===== src/rtl/instruction_fetch_unit.sv =====
// Instruction-fetch front end: owns ip, issues one segment+ip read at a time and hands words to the decoder.
// Optional fetch-limit fault checking is enabled by defining FETCH_LIMIT_CHECK_EN.
module instruction_fetch_unit #(
  parameter int unsigned ADDR_W = 20,
  parameter int unsigned DATA_W = 20
) (
  input  logic              clk,
  input  logic              rst,
  input  logic [ADDR_W-1:0] instruction_segment,
  input  logic              branch_valid,
  input  logic [ADDR_W-1:0] branch_target,
  output logic              mem_req_valid,
  input  logic              mem_req_ready,
  output logic [ADDR_W-1:0] mem_req_addr,
  input  logic              mem_rsp_valid,
  input  logic [DATA_W-1:0] mem_rsp_data,
  output logic              instr_valid,
  input  logic              instr_ready,
  output logic [DATA_W-1:0] instr_data,
  output logic [ADDR_W-1:0] instr_pc
`ifdef FETCH_LIMIT_CHECK_EN
  ,
  input  logic [ADDR_W-1:0] instruction_limit,
  output logic              fetch_fault
`endif
);

  typedef enum logic [2:0] {
    START,
    REQ,
    WAIT,
    HOLD
`ifdef FETCH_LIMIT_CHECK_EN
    ,
    FAULT
`endif
  } state_t;

  state_t            state_q, state_d;
  logic [ADDR_W-1:0] ip_q, ip_d;
  logic              discard_q, discard_d;
  logic [DATA_W-1:0] instr_data_q, instr_data_d;
  logic [ADDR_W-1:0] instr_pc_q, instr_pc_d;
  logic              ip_over;
  logic              target_over;

`ifdef FETCH_LIMIT_CHECK_EN
  assign ip_over     = (ip_q > instruction_limit);
  assign target_over = (branch_target > instruction_limit);
`else
  assign ip_over     = 1'b0;
  assign target_over = 1'b0;
`endif

  always_ff @(posedge clk or posedge rst) begin
    if (rst) begin
      state_q      <= START;
      ip_q         <= '0;
      discard_q    <= 1'b0;
      instr_data_q <= '0;
      instr_pc_q   <= '0;
    end else begin
      state_q      <= state_d;
      ip_q         <= ip_d;
      discard_q    <= discard_d;
      instr_data_q <= instr_data_d;
      instr_pc_q   <= instr_pc_d;
    end
  end

  always_comb begin
    state_d      = state_q;
    ip_d         = ip_q;
    discard_d    = discard_q;
    instr_data_d = instr_data_q;
    instr_pc_d   = instr_pc_q;
    // A redirect always overrides ip; the WAIT increment below is skipped whenever a branch is present.
    if (branch_valid) ip_d = branch_target;
    case (state_q)
      START: state_d = REQ;
      REQ: begin
        if (ip_over) begin
          // An in-range redirect in the same cycle rescues the fetch instead of faulting.
          if (!(branch_valid && !target_over)) begin
`ifdef FETCH_LIMIT_CHECK_EN
            state_d = FAULT;
`endif
          end
        end else if (mem_req_ready) begin
          state_d   = WAIT;
          discard_d = branch_valid;
        end
      end
      WAIT: begin
        if (mem_rsp_valid) begin
          if (branch_valid || discard_q) begin
            state_d   = REQ;
            discard_d = 1'b0;
          end else begin
            instr_data_d = mem_rsp_data;
            instr_pc_d   = ip_q;
            ip_d         = ip_q + ADDR_W'(1);
            state_d      = HOLD;
          end
        end else if (branch_valid) begin
          discard_d = 1'b1;
        end
      end
      HOLD: begin
        if (instr_ready || branch_valid) state_d = REQ;
      end
`ifdef FETCH_LIMIT_CHECK_EN
      FAULT: begin
        if (branch_valid && !target_over) state_d = REQ;
      end
`endif
      default: state_d = START;
    endcase
  end

  always_comb begin
    mem_req_valid = (state_q == REQ) && !ip_over;
    mem_req_addr  = instruction_segment + ip_q;
    instr_valid   = (state_q == HOLD);
    instr_data    = instr_data_q;
    instr_pc      = instr_pc_q;
`ifdef FETCH_LIMIT_CHECK_EN
    fetch_fault   = (state_q == FAULT);
`endif
  end

endmodule

===== config.mk =====
export PLATFORM = sky130hd
export DESIGN_NAME = instruction_fetch_unit
export DESIGN_NICKNAME = d
export VERILOG_FILES = /design/src/rtl/instruction_fetch_unit.sv
export SDC_FILE = /design/constraint.sdc
export NUM_CORES = 1
export LEC_CHECK = 0
export ABC_AREA = 1
export CORE_AREA = 10 10 102 104
export DETAILED_ROUTE_END_ITERATION = 8
export DIE_AREA = 0 0 112 114
export GPL_ROUTABILITY_DRIVEN = 0
export PLACE_DENSITY = 0.89
export SLEW_MARGIN = 40
export SYNTH_ARGS = -nofsm -noshare
export SYNTH_HDL_FRONTEND = slang
export SYNTH_SLANG_ARGS = --single-unit

===== constraint.sdc =====
create_clock -name clk -period 4 [get_ports clk]
set_input_delay 0.8 -clock clk [delete_from_list [all_inputs] [get_ports clk]]
set_output_delay 0.8 -clock clk [all_outputs]
set_load 0.02 [all_outputs]

==> results.sh, run 1 <==
export IMPL_finClkSkew_ns=0.0144
export IMPL_crit_type="in -> out"
export IMPL_via_count=4541
export IMPL_worstMarginPinSlew_ns=0.691
export IMPL_core_area_um2=8470
export IMPL_final_period_utilization=0.980
export IMPL_first_iter_violations=309
export IMPL_intPower_mw=2.09
export IMPL_power_share_clock=0.177
export IMPL_post_route_util=0.683
export IMPL_peakVddDrop_mv=0.414
export IMPL_grt_pass1_wl_um=21300
export IMPL_die_w_um=112
export IMPL_diodes=0
export IMPL_switching_share=0.413
export IMPL_hold_class="reg -> reg"
export IMPL_fmax_ghz=0.255
export IMPL_io_pins=128
export IMPL_max_clock_path_buffers=2
export IMPL_hold_viol=0
export IMPL_cts_sinks=63
export IMPL_hpwlAfterDp_um=10100
export IMPL_maxCapViolCount=0
export IMPL_dieArea_um2=12800
export IMPL_seqPwrFrac=0.296
export IMPL_switchingPower_mw=1.47
export IMPL_slew_limit_headroom=0.539
export IMPL_cts_tree="done"
export IMPL_p_leak_nw=2.98
export IMPL_route_detailed_drc=0
export IMPL_synth_fp_nets=704
export IMPL_pwr_share_comb=0.527
export IMPL_avgRoutedWirePerCell_um=15.2
export IMPL_cp_start_kind="primary input"
export IMPL_netlist_area_um2=4190
export IMPL_setup_violations=0
export IMPL_antenna_found_initial=0
export IMPL_ctsHoldBuffers=0
export IMPL_num_rows=34
export IMPL_period_needed_ns=3.92
export IMPL_synthFlopType="dfrtp_1"
export IMPL_setup_tns_ns=0
export IMPL_crit_arrival_ns=3.12
export IMPL_overflow=0
export IMPL_numCtsBuffers=9
export IMPL_clkTransAtPathRegs_ns=0.07
export IMPL_critPathMaxFanout=6
export IMPL_ys_seq_area_frac=0.376
export IMPL_maxSlewViolCount=0
export IMPL_fin_nets=830
export IMPL_track_usage=0.197
export IMPL_grt_setup_unrepaired="false"
export IMPL_synth_edf_count=0
export IMPL_power_density_nw_per_um2=616
export IMPL_ctsRootBufferMaster="clkbuf_8"
export IMPL_worstPathRequired_ns=3.20
export IMPL_synth_cell_type_count=34
export IMPL_ant_nets=0
export IMPL_synth_seq_cells=63
export IMPL_status="complete, no violations"
export IMPL_dieHeight_um=114
export IMPL_cp_end_kind="primary output"
export IMPL_grt_pass1_vias=4529
export IMPL_yosysWarningCount=0
export IMPL_grt_max_degree=75
export IMPL_syn2layout_area_growth_pct=37.9
export IMPL_syn_avg_cell_area_um2=6.79
export IMPL_clock_latency_ns=0.34
export IMPL_drive_above_1_share=0.0374
export IMPL_port_buffers=127
export IMPL_htreeDepth=3
export IMPL_start_util=0.495
export IMPL_synthCells=617
export IMPL_drt_pass1_iterations=5
export IMPL_vias_per_cell=5.30
export IMPL_synthArstFlopShare=1.00
export IMPL_wl_um=13000
layout make-up:
class                   instances  area, um^2
fillers                       692        2690
multi-input cells             465        2250
flip-flops and latches         63        1580
repair buffers                131        1320
inverters                      73         274
clock buffers                  13         159
well taps                     108         135
clock inverters                 3        65.1
worst max-delay path: stages:
cell and delay [ns]:
clkdlybuf4s50_1 0.41, ha_1 0.38, nand2_1 0.12, nand3_1 0.22, nand2_1 0.12, nand3_1 0.14, nand2_1 0.12, nand3_1 0.08
nand2_1 0.11, clkdlybuf4s50_1 0.61
registers in the layout (all words and copies together), names as in the netlist:
name	count
instr_data	20
instr_pc	20
ip_q	20
state_q	2
discard_q	1
path summary, 6_finish.rpt:
kind | to | from | cells after the start | slack, ns
min in group asynchronous | instr_data[6] | rst | 2 | 0.82
max | mem_req_addr[11] | instruction_segment[2] | 10 | 0.08
max reg2reg | ip_q[18] | ip_q[1] | 8 | 2.12
max in group asynchronous | instr_pc[2] | rst | 3 | 2.27
min reg2reg | discard_q | discard_q | 2 | 0.47
min | discard_q | discard_q | 2 | 0.47
cells in the final DEF (no fill, tap or decap):
cell type and n:
dfrtp_1 63, o21ai_1 6, nor2_1 43, xor2_1 11, nand3b_1 2, bufinv_16 2
a31oi_1 1, inv_1 70, o21ai_0 36, dlymetal6s2s_1 6, ha_1 20, clkbuf_8 11
o211ai_1 8, a41oi_1 1, a22o_1 1, o22ai_1 1, nand2_1 250, clkdlybuf4s50_1 121
o21a_1 1, fa_1 1, a21oi_1 19, mux2i_1 1, nand3_2 1, nand4_1 3
o21bai_1 4, or2_1 1, clkbuf_1 2, xnor2_1 2, a21oi_2 1, nor3_1 5
nand2_2 1, nor2_2 3, and2_1 2, clkinv_2 1, nand3_1 39, inv_2 3
nor2_4 1, buf_4 4
Yosys cell counts (3+ instances only):
master    instances  area share
nor2_1           44       0.039
ha_1             20       0.060
o21bai_1          4      0.0072
clkbuf_1          4      0.0036
nor3_1            5      0.0060
a21oi_1          20       0.024
dfrtp_1          63        0.38
o21ai_1           6      0.0072
xor2_1           11       0.023
o211ai_1          8       0.014
buf_2             8      0.0096
o21ai_0          36       0.043
inv_1            71       0.064
nand4_1           3      0.0045
nand2_1         250        0.22
nand3_1          39       0.047
power by group through the flow:
stage                     Sequential, mW  Clock, mW  Combinational [mW]
final                               1.05      0.631                1.87
after detailed placement            1.06          0                1.88
after global placement              1.04          0                1.83
after CTS                           1.05      0.639                1.89
after global routing                1.08      0.667                2.05
after floorplan                     1.26          0               0.808
cells by family after synthesis:
| family | synth area share |
|---|---|
| AND/OR/NAND/NOR | 0.338 |
| buffers and inverters | 0.0875 |
| AO/OA/AOI/OAI | 0.104 |
| flip-flops | 0.376 |
| adder cells (fa/ha/maj) | 0.0645 |
| XOR/XNOR | 0.0272 |
| multiplexers | 0.00239 |
layer usage:
layer	track usage	up-vias	wire length [um]
met5	0	-	0
met4	0.0491	0	166
met3	0.0772	21	1390
met2	0.339	219	6150
met1	0.226	2098	5260
li1	-	2203	-
stage by stage:
step                instances  worst slack, ns  power (mW)  area [um^2]  hold WS [ns]
global placement          840            0.124        2.87         5540         0.449
floorplan                 617             1.08        2.07         4190         0.434
global route              856          0.00229        3.80         5780         0.487
detailed placement        840           0.0555        2.94         5540         0.451
finish                    856           0.0814        3.56         5780         0.467
CTS                       856           0.0543        3.58         5760         0.467
repair_timing:
action                     4_1_cts  5_1_grt
setup buffers                    0        0
hold endpoints to repair         0        0
resized for setup                0        8
setup endpoints to repair        0        8
(Power assumes the default switching activity.)
==> run 2, diff against run 1 <==
--- a/config.mk
+++ b/config.mk
@@ -7,6 +7,7 @@
 export LEC_CHECK = 0
 export ABC_AREA = 1
 export CORE_AREA = 10 10 102 104
+export CTS_BUF_LIST = sky130_fd_sc_hd__clkbuf_8 sky130_fd_sc_hd__clkbuf_16
 export DETAILED_ROUTE_END_ITERATION = 8
 export DIE_AREA = 0 0 112 114
 export GPL_ROUTABILITY_DRIVEN = 0
==> run 2 against run 1 <==
  * Worst hold slack barely moved
  * Register-to-register slack barely moved
  * Clock power fell by 1%
  * Maximum frequency rose by 0.37%
  * Sequential power barely moved
  * Final area did not move
  * Largest cell class unchanged
==> results.sh, run 2 (same netlist as run 1, synthesis figures left out) <==
export IMPL_layout_common_cells="nand2_1 (250), clkdlybuf4s50_1 (121), inv_1 (72)"
export IMPL_numCtsBuffers=9
export IMPL_post_place_ws_ns=0.0555
export IMPL_ant_nets=0
export IMPL_ctsRootBufferMaster="clkbuf_8"
export IMPL_slew_limit_headroom=0.537
export IMPL_path_delay_family="buffers and inverters"
export IMPL_setup_violations=0
export IMPL_fin_nets=830
export IMPL_layout_area_seq_um2=1580
export IMPL_power_density_nw_per_um2=614
export IMPL_crit_end="mem_req_addr[11]"
export IMPL_grt_pass1_wl_um=21300
export IMPL_syn2layout_area_growth_pct=37.9
export IMPL_post_place_cells=840
export IMPL_period_needed_ns=3.90
export IMPL_cpPeakStageDelay_ns=0.61
export IMPL_critical_path_buf_inv_count=2
export IMPL_crit_type="in -> out"
export IMPL_p_leak_nw=2.99
export IMPL_intPower_mw=2.08
export IMPL_dieArea_um2=12800
export IMPL_first_iter_violations=309
export IMPL_cp_start_kind="primary input"
export IMPL_met2_usage=0.339
export IMPL_finish_instance_area_um2=5780
export IMPL_crit_chain="clkdlybuf4s50_1, ha_1, nand2_1, nand3_1, nand2_1, nand3_1, nand2_1, nand3_1, nand2_1, clkdlybuf4s50_1"
export IMPL_htreeDepth=3
export IMPL_grt_pass1_vias=4529
export IMPL_cp_end_kind="primary output"
export IMPL_hpwlAfterDp_um=10100
export IMPL_r2r_start="ip_q[1]"
export IMPL_peakVddDrop_mv=0.414
export IMPL_route_detailed_drc=0
export IMPL_drt_pass1_iterations=5
export IMPL_grt_setup_unrepaired="false"
export IMPL_r2r_end="ip_q[18]"
export IMPL_pwr_share_comb=0.528
export IMPL_use_met1=0.226
export IMPL_ctsHoldBuffers=0
export IMPL_io_pins=128
export IMPL_worstPathRequired_ns=3.20
export IMPL_worstMarginPinSlew_ns=0.695
export IMPL_start_util=0.495
export IMPL_avgRoutedWirePerCell_um=15.2
export IMPL_diodes=0
export IMPL_power_share_clock=0.176
export IMPL_crit_path_start="instruction_segment[2]"
export IMPL_hold_viol=0
export IMPL_crit_slowest_cell="clkdlybuf4s50_1"
export IMPL_port_buffers=127
export IMPL_hold_class="reg -> reg"
export IMPL_fin_cells=856
export IMPL_vias_per_cell=5.27
export IMPL_status="complete, no violations"
export IMPL_cp_num_cells=10
export IMPL_finalWorstSetupSlack_ns=0.0958
export IMPL_clkTransAtPathRegs_ns=0.07
export IMPL_antenna_found_initial=0
export IMPL_maxSlewViolCount=0
export IMPL_maxCapViolCount=0
export IMPL_switching_share=0.413
export IMPL_num_rows=34
export IMPL_grtUsageMet3=0.0772
export IMPL_final_period_utilization=0.976
export IMPL_via_count=4515
export IMPL_cts_tree="done"
export IMPL_dieHeight_um=114
export IMPL_holdWs_ns=0.467
export IMPL_overflow=0
export IMPL_finClkSkew_ns=0.0144
export IMPL_n_fill_cell=692
export IMPL_placed_cell_area_um2=5540
export IMPL_reg2reg_depth=8
export IMPL_setup_tns_ns=0
export IMPL_grt_max_degree=75
export IMPL_reg2reg_slack_ns=2.12
export IMPL_crit_arrival_ns=3.10
export IMPL_fmax_ghz=0.256
export IMPL_track_usage=0.197
export IMPL_wl_um=13000
export IMPL_busiest_layer="met2"
export IMPL_core_area_um2=8470
export IMPL_crit_top_cell="nand2_1"
export IMPL_drive_above_1_share=0.0374
export IMPL_max_clock_path_buffers=2
export IMPL_clock_latency_ns=0.34
export IMPL_layout_commonest_cell="nand2_1"
export IMPL_critPathMaxFanout=6
export IMPL_seqPwrFrac=0.297
export IMPL_multiInputGateArea_um2=2250
export IMPL_switchingPower_mw=1.47
export IMPL_cts_sinks=63
export IMPL_die_w_um=112
[run 2: power by group through the flow]
stage	combinational (mW)	clock, mW	sequential (mW)
floorplan	0.808	0	1.26
global placement	1.83	0	1.04
detailed placement	1.88	0	1.06
CTS	1.89	0.634	1.05
global route	2.05	0.663	1.08
finish	1.87	0.624	1.05
[run 2: timing repair]
action,CTS,global route
endpoints found under the hold margin,0,0
resized for setup,0,8
setup buffers,0,0
endpoints found under the setup margin,0,8
[run 2: layout make-up]
cell class,count,area share
Multi-Input combinational cell,465,0.390
Sequential cell,63,0.273
Timing Repair Buffer,131,0.228
Inverter,73,0.0474
Clock buffer,11,0.0262
Tap cell,108,0.0234
Clock inverter,5,0.0126
[run 2: worst min path at each step]
stage,end,cells after the start,slack (ns),startpoint
global placement,discard_q,2,0.45,discard_q
global route,discard_q,2,0.49,discard_q
floorplan,discard_q,2,0.43,discard_q
CTS,discard_q,2,0.47,discard_q
finish,discard_q,2,0.47,discard_q
detailed placement,discard_q,2,0.45,discard_q
[run 2: routing by layer]
layer	part of all wire	up-vias
met5	0	-
met4	0.010	0
met3	0.11	17
met2	0.48	216
met1	0.40	2082
li1	-	2200
[run 2: through the flow]
stage	util	power (mW)
after floorplan	-	2.07
after global placement	0.654	2.87
after detailed placement	0.654	2.94
after CTS	0.680	3.58
after global routing	0.683	3.80
final	0.683	3.55
[run 2: tightest hold or removal path, stage by stage (launching register included)]
cell and delay (ns):
dfrtp_1 0.34, nand2_1 0.05, nand2_1 0.05
==> run 3, diff against run 2 <==
--- a/config.mk
+++ b/config.mk
@@ -5,11 +5,10 @@
 export SDC_FILE = /design/constraint.sdc
 export NUM_CORES = 1
 export LEC_CHECK = 0
-export ABC_AREA = 1
-export CORE_AREA = 10 10 102 104
+export CORE_AREA = 10 10 99 101
 export CTS_BUF_LIST = sky130_fd_sc_hd__clkbuf_8 sky130_fd_sc_hd__clkbuf_16
 export DETAILED_ROUTE_END_ITERATION = 8
-export DIE_AREA = 0 0 112 114
+export DIE_AREA = 0 0 109 111
 export GPL_ROUTABILITY_DRIVEN = 0
 export PLACE_DENSITY = 0.89
 export SLEW_MARGIN = 40
==> run 3 against run 2 <==
  * First-iteration DRC count down 48%
  * Via count shrank 21%
  * Utilization is 2.0 points higher
  * Critical endpoint is now mem_req_addr[19]
  * Clock power decreased by 7.9%
  * Clock-buffer cell count grew 1
  * Critical path depth decreased by 2
  * Non-clock buffer count increased by 26
  * Sequential power shrank 6%
  * Global-route usage shrank 0.37 points
  * Register-to-register slack got worse by 0.17 ns
  * Area after synthesis fell by 8.7%
  * Combinational power is 23% lower
  * Largest power group unchanged
==> results.sh, run 3 <==
export IMPL_layout_area_seq_um2=1580
export IMPL_cp_end_kind="primary output"
export IMPL_hold_viol=0
export IMPL_netlist_area_um2=3830
export IMPL_setup_violations=0
export IMPL_overflow=0
export IMPL_finClkSkew_ns=0.0122
export IMPL_path_delay_family="compound AO/OA/AOI/OAI gates"
export IMPL_die_w_um=109
export IMPL_ctsRootBufferMaster="clkbuf_8"
export IMPL_pwr_share_comb=0.480
export IMPL_syn2layout_area_growth_pct=46.3
export IMPL_power_density_nw_per_um2=536
export IMPL_post_place_ws_ns=-0.374
export IMPL_drt_pass1_iterations=4
export IMPL_crit_slowest_cell="clkdlybuf4s50_1"
export IMPL_setup_tns_ns=0
export IMPL_wl_um=11500
export IMPL_cpPeakStageDelay_ns=0.48
export IMPL_min_from="instr_data[13]"
export IMPL_layout_commonest_cell="clkdlybuf4s50_1"
export IMPL_avgRoutedWirePerCell_um=18.0
export IMPL_grt_pass1_wl_um=19000
export IMPL_placed_cell_area_um2=5380
export IMPL_layout_common_cells="clkdlybuf4s50_1 (113), dfrtp_1 (63), mux2_2 (37)"
export IMPL_hold_class="reg -> reg"
export IMPL_first_iter_violations=162
export IMPL_period_needed_ns=3.87
export IMPL_start_util=0.480
export IMPL_synthTopCellsByArea="dfrtp_1 (41%), mux2_2 (11%), ha_1 (6.5%), xnor2_1 (5.5%), nand2_1 (3.4%)"
export IMPL_antenna_found_initial=0
export IMPL_slew_limit_headroom=0.551
export IMPL_finalPower_mw=3.00
export IMPL_crit_path_start="instruction_segment[1]"
export IMPL_crit_arrival_ns=3.07
export IMPL_synth_seq_cells=63
export IMPL_ys_seq_area_frac=0.412
export IMPL_synthArstFlopShare=1.00
export IMPL_crit_type="in -> out"
export IMPL_maxCapViolCount=0
export IMPL_finish_instance_area_um2=5600
export IMPL_synth_commonest_cells="dfrtp_1 (63), mux2_2 (37), nand2_1 (35)"
export IMPL_worstMarginPinSlew_ns=0.672
export IMPL_cts_tree="done"
export IMPL_synth_top_area_cell="dfrtp_1"
export IMPL_dieHeight_um=111
export IMPL_cts_sinks=63
export IMPL_grt_setup_unrepaired="false"
export IMPL_ctsHoldBuffers=0
export IMPL_crit_chain="clkdlybuf4s50_1, ha_1, a211oi_1, o21ai_1, a21oi_2, o21ai_0, mux2i_1, dlygate4sd2_1"
export IMPL_peakVddDrop_mv=0.396
export IMPL_grt_max_degree=45
export IMPL_route_detailed_drc=0
export IMPL_use_met1=0.205
export IMPL_clock_latency_ns=0.34
export IMPL_final_period_utilization=0.967
export IMPL_netlist_area_leader_share=0.412
export IMPL_met2_usage=0.328
export IMPL_synth_edf_count=0
export IMPL_p_leak_nw=2.39
export IMPL_status="complete, no violations"
export IMPL_synth_cell_type_count=46
export IMPL_busiest_layer="met2"
export IMPL_power_share_clock=0.191
export IMPL_diodes=0
export IMPL_synth_fp_nets=466
export IMPL_r2r_start="state_q[0]"
export IMPL_synthCells=379
export IMPL_max_clock_path_buffers=2
export IMPL_hpwlAfterDp_um=9030
export IMPL_n_fill_cell=585
export IMPL_vias_per_cell=5.55
export IMPL_drive_above_1_share=0.185
export IMPL_numCtsBuffers=9
export IMPL_cts_setup_buffers=0
export IMPL_grtUsageMet3=0.0930
export IMPL_yosysMostFrequentCell="dfrtp_1"
export IMPL_grt_pass1_vias=3895
export IMPL_dieArea_um2=12100
export IMPL_seqPwrFrac=0.329
export IMPL_critical_path_buf_inv_count=2
export IMPL_yosysWarningCount=0
export IMPL_cp_start_kind="primary input"
export IMPL_fmax_ghz=0.258
export IMPL_multiInputGateArea_um2=2170
export IMPL_critPathMaxFanout=3
export IMPL_io_pins=128
export IMPL_intPower_mw=1.90
export IMPL_num_rows=33
export IMPL_core_area_um2=7970
export IMPL_switching_share=0.366
export IMPL_ant_nets=0
export IMPL_synthFlopType="dfrtp_1"
export IMPL_port_buffers=127
export IMPL_htreeDepth=3
export IMPL_maxSlewViolCount=0
export IMPL_switchingPower_mw=1.10
export IMPL_fin_nets=617
export IMPL_track_usage=0.194
export IMPL_via_count=3550
export IMPL_worstPathRequired_ns=3.20
export IMPL_syn_avg_cell_area_um2=10.1
export IMPL_clkTransAtPathRegs_ns=0.06
export IMPL_finalWorstSetupSlack_ns=0.130
[run 3: cell types whose count changed after synthesis, moves of 9 or more]
| cell | change |
|---|---|
| nand3_1 | -26 |
| nand2_1 | -215 |
| o21ai_0 | -12 |
| inv_1 | -64 |
| nor2_1 | -28 |
| xnor2_1 | +22 |
| mux2_2 | +37 |
| nand4_1 | +9 |
[run 3: power by group through the flow]
stage / combinational [mW] / clock [mW] / sequential, mW
4_1_cts: 1.46 / 0.585 / 0.989
3_5_place_dp: 1.47 / 0 / 0.997
5_1_grt: 1.55 / 0.613 / 1.02
3_3_place_gp: 1.44 / 0 / 0.980
6_report: 1.44 / 0.575 / 0.986
2_1_floorplan: 0.559 / 0 / 1.17
[run 3: kinds of logic after synthesis]
logic type	Yosys count	share of synthesized area
mux	42	0.123
xor+xnor	38	0.0870
buf+inv	24	0.0281
compound gates	79	0.121
simple gates	112	0.159
flops	63	0.412
fa+ha+maj	21	0.0706
[run 3: metal layers]
metal	vias to the layer above	routed length (um)
met3	18	1310
met4	0	197
met2	163	5720
met1	1687	4290
li1	1682	-
met5	-	0
[run 3: worst paths after layout]
| path | end | slack, ns | depth (start not counted) |
|---|---|---|---|
| setup / recovery | mem_req_addr[19] | 0.13 | 8 |
| hold / removal | instr_data[13] | 0.49 | 1 |
| setup reg to reg | instr_data[4] | 1.95 | 5 |
| hold reg to reg | instr_data[13] | 0.49 | 1 |
| max in group asynchronous | discard_q | 2.34 | 3 |
| min in group asynchronous | ip_q[13] | 0.86 | 2 |
[run 3: timing repair]
item,4_1_cts,5_1_grt
gates resized for setup,23,6
pin swaps,1,2
setup endpoints to repair,13,8
[run 3: cell type report]
class,count,share of cell area
clock buffers,12,0.0295
repair buffers,157,0.265
inverters,7,0.00492
multi-input cells,292,0.388
clock inverters,4,0.00782
flip-flops and latches,63,0.282
well taps,105,0.0235
[run 3: through the flow]
| step | std cells | util | hold slack [ns] |
|---|---|---|---|
| 6_report | 640 | 0.703 | 0.493 |
| 5_1_grt | 640 | 0.703 | 0.515 |
| 4_1_cts | 640 | 0.702 | 0.497 |
| 3_5_place_dp | 624 | 0.675 | 0.479 |
| 3_3_place_gp | 624 | 0.675 | 0.468 |
| 2_1_floorplan | 379 | - | 0.541 |
